`config.mk`:
```
export PLATFORM = sky130hd
export DESIGN_NAME = out_port_fifo
export DESIGN_NICKNAME = d
export VERILOG_FILES = /design/src/rtl/out_port_fifo.sv
export SDC_FILE = /design/constraint.sdc
export NUM_CORES = 1
export LEC_CHECK = 0
export CORE_MARGIN = 3
export CORE_UTILIZATION = 53
export DETAILED_ROUTE_END_ITERATION = 6
export MAX_ROUTING_LAYER = met4
export PLACE_DENSITY = 0.77
export SETUP_SLACK_MARGIN = 0.3
export SLEW_MARGIN = 10
export SYNTH_ARGS = -nofsm -noshare
export SYNTH_HDL_FRONTEND = slang
export SYNTH_SLANG_ARGS = --single-unit
```
`constraint.sdc`:
```
create_clock -name clk -period 3.1 [get_ports clk]
set_clock_uncertainty 0.1 [all_clocks]
set_input_delay 0.465 -clock clk [delete_from_list [all_inputs] [get_ports clk]]
set_output_delay 0.465 -clock clk [all_outputs]
set_load 0.01 [all_outputs]
```
`src/rtl/out_port_fifo.sv`:
```
// ---------------------------------------------------------------------------
// out_port_fifo
//   Display output port. A small FIFO buffers ALU results that are pushed
//   with a display strobe. The head word is popped into a registered
//   parallel output and, when the serial engine is built in, also shifted
//   out MSB first as a DATA_W-bit frame.
//
//   Build option: define OUT_PORT_SERIAL_EN to include the IDLE/SHIFT serial
//   engine. Without it, one word pops into `out` on every cycle that the
//   FIFO is non-empty, and the serial outputs are tied low.
//
// Ports
//   clk          : single clock, rising edge
//   rst_n        : asynchronous active-low reset
//   display      : push strobe, samples data_in on the same edge
//   data_in      : word to display
//   ovf_clr      : clears the sticky overflow flag (a same-edge drop wins)
//   out          : registered parallel display value, changes only on a pop
//   serial_out   : serial data, MSB first, 0 while idle
//   serial_start : high during the first bit cycle of each frame
//   busy         : serial engine is shifting
//   full, empty  : FIFO status
//   count        : FIFO occupancy, 0..DEPTH
//   overflow     : sticky, set when a push was dropped
// ---------------------------------------------------------------------------
module out_port_fifo #(
  parameter int DATA_W = 8,
  parameter int DEPTH  = 4   // power of two, >= 2
) (
  input  logic                     clk,
  input  logic                     rst_n,
  input  logic                     display,
  input  logic [DATA_W-1:0]        data_in,
  input  logic                     ovf_clr,
  output logic [DATA_W-1:0]        out,
  output logic                     serial_out,
  output logic                     serial_start,
  output logic                     busy,
  output logic                     full,
  output logic                     empty,
  output logic [$clog2(DEPTH):0]   count,
  output logic                     overflow
);

  localparam int PW = $clog2(DEPTH);
  localparam logic [PW:0] FULL_CNT = (PW+1)'(DEPTH);

  logic [DATA_W-1:0] mem_q [DEPTH];
  logic [PW-1:0]     wr_ptr_q, rd_ptr_q;
  logic [PW:0]       count_q, count_d;
  logic              overflow_q, overflow_d;
  logic [DATA_W-1:0] out_q;
  logic              push, pop, drop;

  // Status comes from the registered count only, so a word written on this
  // edge is never visible to the pop decision of the same edge.
  assign full  = (count_q == FULL_CNT);
  assign empty = (count_q == '0);
  assign count = count_q;
  assign overflow = overflow_q;
  assign out   = out_q;

  // Full is judged before any same-edge pop: a push into a full FIFO is
  // dropped even when a pop frees a slot on that edge.
  assign push = display & ~full;
  assign drop = display & full;

  always_comb begin
    count_d = count_q + {{PW{1'b0}}, push} - {{PW{1'b0}}, pop};
    overflow_d = overflow_q;
    if (drop)         overflow_d = 1'b1;
    else if (ovf_clr) overflow_d = 1'b0;
  end

  // Storage is not reset; stale contents are unreachable once count is 0.
  always_ff @(posedge clk) begin
    if (push) mem_q[wr_ptr_q] <= data_in;
  end

  always_ff @(posedge clk or negedge rst_n) begin
    if (!rst_n) begin
      wr_ptr_q   <= '0;
      rd_ptr_q   <= '0;
      count_q    <= '0;
      overflow_q <= 1'b0;
      out_q      <= '0;
    end else begin
      if (push) wr_ptr_q <= wr_ptr_q + 1'b1;  // power-of-two depth wraps
      if (pop) begin
        rd_ptr_q <= rd_ptr_q + 1'b1;
        out_q    <= mem_q[rd_ptr_q];
      end
      count_q    <= count_d;
      overflow_q <= overflow_d;
    end
  end

`ifdef OUT_PORT_SERIAL_EN
  localparam int BW = (DATA_W > 1) ? $clog2(DATA_W) : 1;
  localparam logic [BW-1:0] LAST_BIT = BW'(DATA_W-1);

  typedef enum logic {IDLE = 1'b0, SHIFT = 1'b1} state_e;
  state_e            state_q, state_d;
  logic [DATA_W-1:0] shreg_q, shreg_d;
  logic [BW-1:0]     bitcnt_q, bitcnt_d;

  // State register
  always_ff @(posedge clk or negedge rst_n) begin
    if (!rst_n) state_q <= IDLE;
    else        state_q <= state_d;
  end

  // Next state: one IDLE cycle (the pop) between frames, then DATA_W
  // SHIFT cycles counted down to zero.
  always_comb begin
    state_d = state_q;
    case (state_q)
      IDLE:    if (!empty)          state_d = SHIFT;
      SHIFT:   if (bitcnt_q == '0)  state_d = IDLE;
      default:                      state_d = IDLE;
    endcase
  end

  // Outputs
  always_comb begin
    pop          = (state_q == IDLE) & ~empty;
    busy         = (state_q == SHIFT);
    serial_out   = busy & shreg_q[DATA_W-1];
    serial_start = busy & (bitcnt_q == LAST_BIT);
  end

  // Shift datapath
  always_comb begin
    shreg_d  = shreg_q;
    bitcnt_d = bitcnt_q;
    if (pop) begin
      shreg_d  = mem_q[rd_ptr_q];
      bitcnt_d = LAST_BIT;
    end else if (state_q == SHIFT) begin
      shreg_d = shreg_q << 1;
      if (bitcnt_q != '0) bitcnt_d = bitcnt_q - 1'b1;
    end
  end

  always_ff @(posedge clk or negedge rst_n) begin
    if (!rst_n) begin
      shreg_q  <= '0;
      bitcnt_q <= '0;
    end else begin
      shreg_q  <= shreg_d;
      bitcnt_q <= bitcnt_d;
    end
  end
`else
  // No serial engine: drain one word per cycle into the parallel output.
  assign pop          = ~empty;
  assign serial_out   = 1'b0;
  assign serial_start = 1'b0;
  assign busy         = 1'b0;
`endif

endmodule

```
* After elaboration in Yosys (flattened, before gate mapping)
Memories as Yosys holds them, arrays and structs flattened. A register that Yosys moved wholly into a read port is not among the register bits. Index checks and enable logic that the tools add are counted.
Word-level totals: bits in registers 8, RAM bits 32, bits of input ports 12, output and inout bits 17, word-level logic and storage cells 22, memories kept 1
Cells by class: $add $sub $neg 4, equality and inequality tests 1, muxes and demuxes 4, bitwise operators 4, reductions and logical operators 4
Memory list:
- mem_q | words 4, width 8, rd ports 1, clocked after Yosys merged registers in 1, wr ports 1, line 48 | logic [DATA_W-1:0] mem_q [DEPTH];
Operators with widths (number):
- 2-bit by 1-bit adder with 2-bit output, second input constant | 2
- 1-bit 2-to-1 mux | 4
- 3-bit by 1-bit adder with 3-bit output | 1
- 3-bit == test, second input constant | 1
- 3-bit zero test | 1
- 3-bit by 1-bit subtractor with 3-bit output | 1
- 1-bit AND | 2
- 1-bit zero test | 2
- 1-bit inverter | 2
- 2-bit nonzero test | 1

* Logic depth before layout (Yosys ltp)
depth in word-level cells 5, depth in mapped cells 7, mapped depth without buffers 6

* Least setup slack after synthesis
Ideal clock, no wire load.
path type register to register, from register count_q[1] (netlist: count[1]), to register count_q[2] (netlist: count[2]), library setup time 0.123 ns, data arrival time 1.978 ns, data required time 2.877 ns, slack 0.899 ns, cell stages (with the launch flop) 8, buffers on the path 1, clock period less this slack 2.201 ns, cells stage by stage dfrtp_1 or3_4 buf_6 o21a_1 ha_1 fa_1 xnor2_1 xnor2_1
On the way: word-level cells in the longest chain between the ends 5, elaborated cells on any way between the ends 7, those cells by class 2 x add/sub; 1 x eq/ne; 3 x bitwise; 1 x reduce/logical
Ends and longest elaborated chain:
- start: declaration | line 50 | logic [PW:0] count_q, count_d;
- start signal: assignment | line 93 | count_q <= count_d;
- 3-bit == test | line 57 | assign full = (count_q == FULL_CNT);
- 1-bit inverter | line 65 | assign push = display & ~full;
- 1-bit AND | line 65
- 3-bit by 1-bit adder with 3-bit output | line 69 | count_d = count_q + {{PW{1'b0}}, push} - {{PW{1'b0}}, pop};
- 3-bit by 1-bit subtractor with 3-bit output (*) | line 69
- net count_d[2] | line 50
Mark *: on every way through the listed nets, which the timed path passes. The rest lies on a longest branch. A chain may end at the register's enable or synchronous reset.

* Final worst setup path
from register count_q[1] (netlist: count[1]), to output port empty
On the way: word-level cells in the longest chain between the ends 1
Ends and longest elaborated chain:
- 3-bit zero test | line 58 | assign empty = (count_q == '0);
- end: declaration | line 40 | output logic empty,
Every way passes these cells.

==> reports/metrics.cfg <==
[outcome]
status = complete, no violations

[hold_path]
whs_endpoint = out[4]
min_path_type = flip-flop to flip-flop
hp-start = out[4]
whs_path_depth = 2

[sta]
fmax_mhz = 379
timing.setup.tns_ps = 0
worst_pin_slew_ps = 728
fin_crit_ps = 2640
hold_viol = 0
setup_viol = 0
period_share_pct = 85.1
rsz0062_at_grt = no
drv_slew = 0
relSlewSlack_pct = 51.3

[drt]
via_per_inst = 5.07
drc_errors = 0
firstDrtPassIters = 4
vias = 974
drt-total-wl_um = 2940
antenna_left = 0
drtIter0Drc = 76
wl_per_cell_um = 15.3

[critical_path]
required_ps = 2530
rrSetupSlack_ps = 920
start_kind = flip-flop
crit_type = flip-flop to output port
critPathMaxFanout = 12
reg2reg_depth = 6
r2r_start = count[1]
regToRegEndpoint = count[2]
cp.arrival_ps = 2070
crit_start = count[1]
setup.worst_path.end_class = output port

[cts]
ctsHtreeMaxLevel = 2
cts_root_buf = clkbuf_4
ctsResizeCount = 0
cts_hold_buf = 0
insertion_delay_ps = 360
postCtsSetupRepairBufs = 0
path_clk_slew_ps = 140
numClockSinks = 48
cts-buffers-inserted = 5
cts_max_path_buffers = 2
cts_tree = built

[finish]
final_cell_mix = 32 x edfxtp_1, 27 x nand2_1, 25 x clkdlybuf4s50_1
final_common_cell = edfxtp_1
diodes = 0
layout.nets = 163
fillers = 249
area_delta_synth_final_pct = 17.1
layout-drive-gt1-share_pct = 14.4

[synth]
ys_ff_latch = 48
syn_avg_cell_area_um2 = 16.5
synth_area_leader_cell = edfxtp_1
ys_warn_count = 0
synthDistinctLibCells = 20
yosysSeqAreaShare_pct = 70.4
synthTopCellsByArea = edfxtp_1 50%, dfrtp_1 21%, mux4_2 9.3%, nand2_1 5.2%, ha_1 3.2%
netlist_instances = 117
synth_area_mm2 = 0.00193
synth.top_cell.area_share_pct = 49.7

[grt]
grt_pass1_wl_um = 4930
grt_max_degree = 17
first_global_vias = 1008
overflow = 0
grtUsageTotal_pct = 16.5
antenna_found_initial = 0

[place]
io_buffers = 25
routabilityCongestion = 0.726
place_hpwl_um = 2050

[die]
die_w_um = 66.4
dieHeight_um = 66.4
core-area_mm2 = 0.00342
rows = 21
floorplan.initialDensity_pct = 56.6
top_level_ports = 29
dieArea_mm2 = 0.00441

[power]
total_power_mw = 2.10
leakage_nw = 0.868
power_density_mw_per_mm2 = 926
irDropWorstVdd_uv = 430

[job]
maxCapViolCount = 0

[layer usage]
| metal | up-vias | share of wire (%) | GRT usage, % |
|---|---|---|---|
| li1 | 458 | - | - |
| met5 | - | 0 | - |
| met3 | 2 | 5.1 | 6.63 |
| met4 | 0 | 0.51 | 3.81 |
| met2 | 28 | 50 | 26.6 |
| met1 | 486 | 44 | 19.7 |
[worst max-delay path, stage by stage (launching register included)]
cell	delay [ps]
dfrtp_1	460
or3_4	490
inv_2	190
clkdlybuf4s50_1	570
[metrics by stage]
step                instance area [um2]  hold WS, ps  setup WS, ps  std cells  utilization [%]
floorplan                          1940         69.4           899        119                -
global placement                   2200          351           855        184             64.4
detailed placement                 2200          362           803        184             64.4
CTS                                2260          393           456        192             66.3
global route                       2260          419           335        192             66.3
finish                             2260          394           463        192             66.3
[worst max path at each step]
stage                     to  cells after the start
floorplan           count[2]                      7
global route           empty                      3
global placement    count[2]                      7
detailed placement  count[2]                      7
finish                 empty                      3
CTS                    empty                      3
[sequential cells by signal, indices dropped and copies added (netlist names)]
name      cells
mem_q        32
wr_ptr_q      2
rd_ptr_q      2
overflow      1
out           8
count         3
[report_power, final]
part           switching [mW]  internal, mW  leakage (nW)
clock                   0.196         0.113        0.0386
sequential              0.152         0.890         0.483
combinational           0.325         0.422         0.347
total                   0.673          1.42         0.868
[Yosys cell counts]
cell	count
and2_1	4
buf_4	3
buf_6	2
clkbuf_2	1
conb_1	1
dfrtp_1	16
edfxtp_1	32
fa_1	1
ha_1	5
inv_1	4
inv_2	1
mux2_2	1
mux4_2	8
nand2_1	27
nor2b_2	1
nor3b_4	1
o21a_1	1
o21ai_0	2
or3_4	1
xnor2_1	5
[cell type report]
cell class                 count  area, um2  area share, %
clock buffer                   6       51.3           2.27
clock inverter                 2       13.8          0.608
inverter                       5       18.8          0.829
multi-input combinational     60        512           22.6
sequential                    48       1360           60.1
tap                           46       57.6           2.54
timing repair buffer          25        250           11.0
[cells by family after synthesis]
kind of cell               Yosys count  share of synthesized area, %
buffers and inverters               11                          3.56
AOI/OAI and AO/OA                    3                         0.906
muxes                                9                          9.90
xor gates and xnor gates             5                          2.26
and+or+nand+nor                     34                          8.54
other                                1                         0.194
DFF                                 48                          70.4
adders and majority gates            6                          4.27
(Power assumes the default switching activity.)
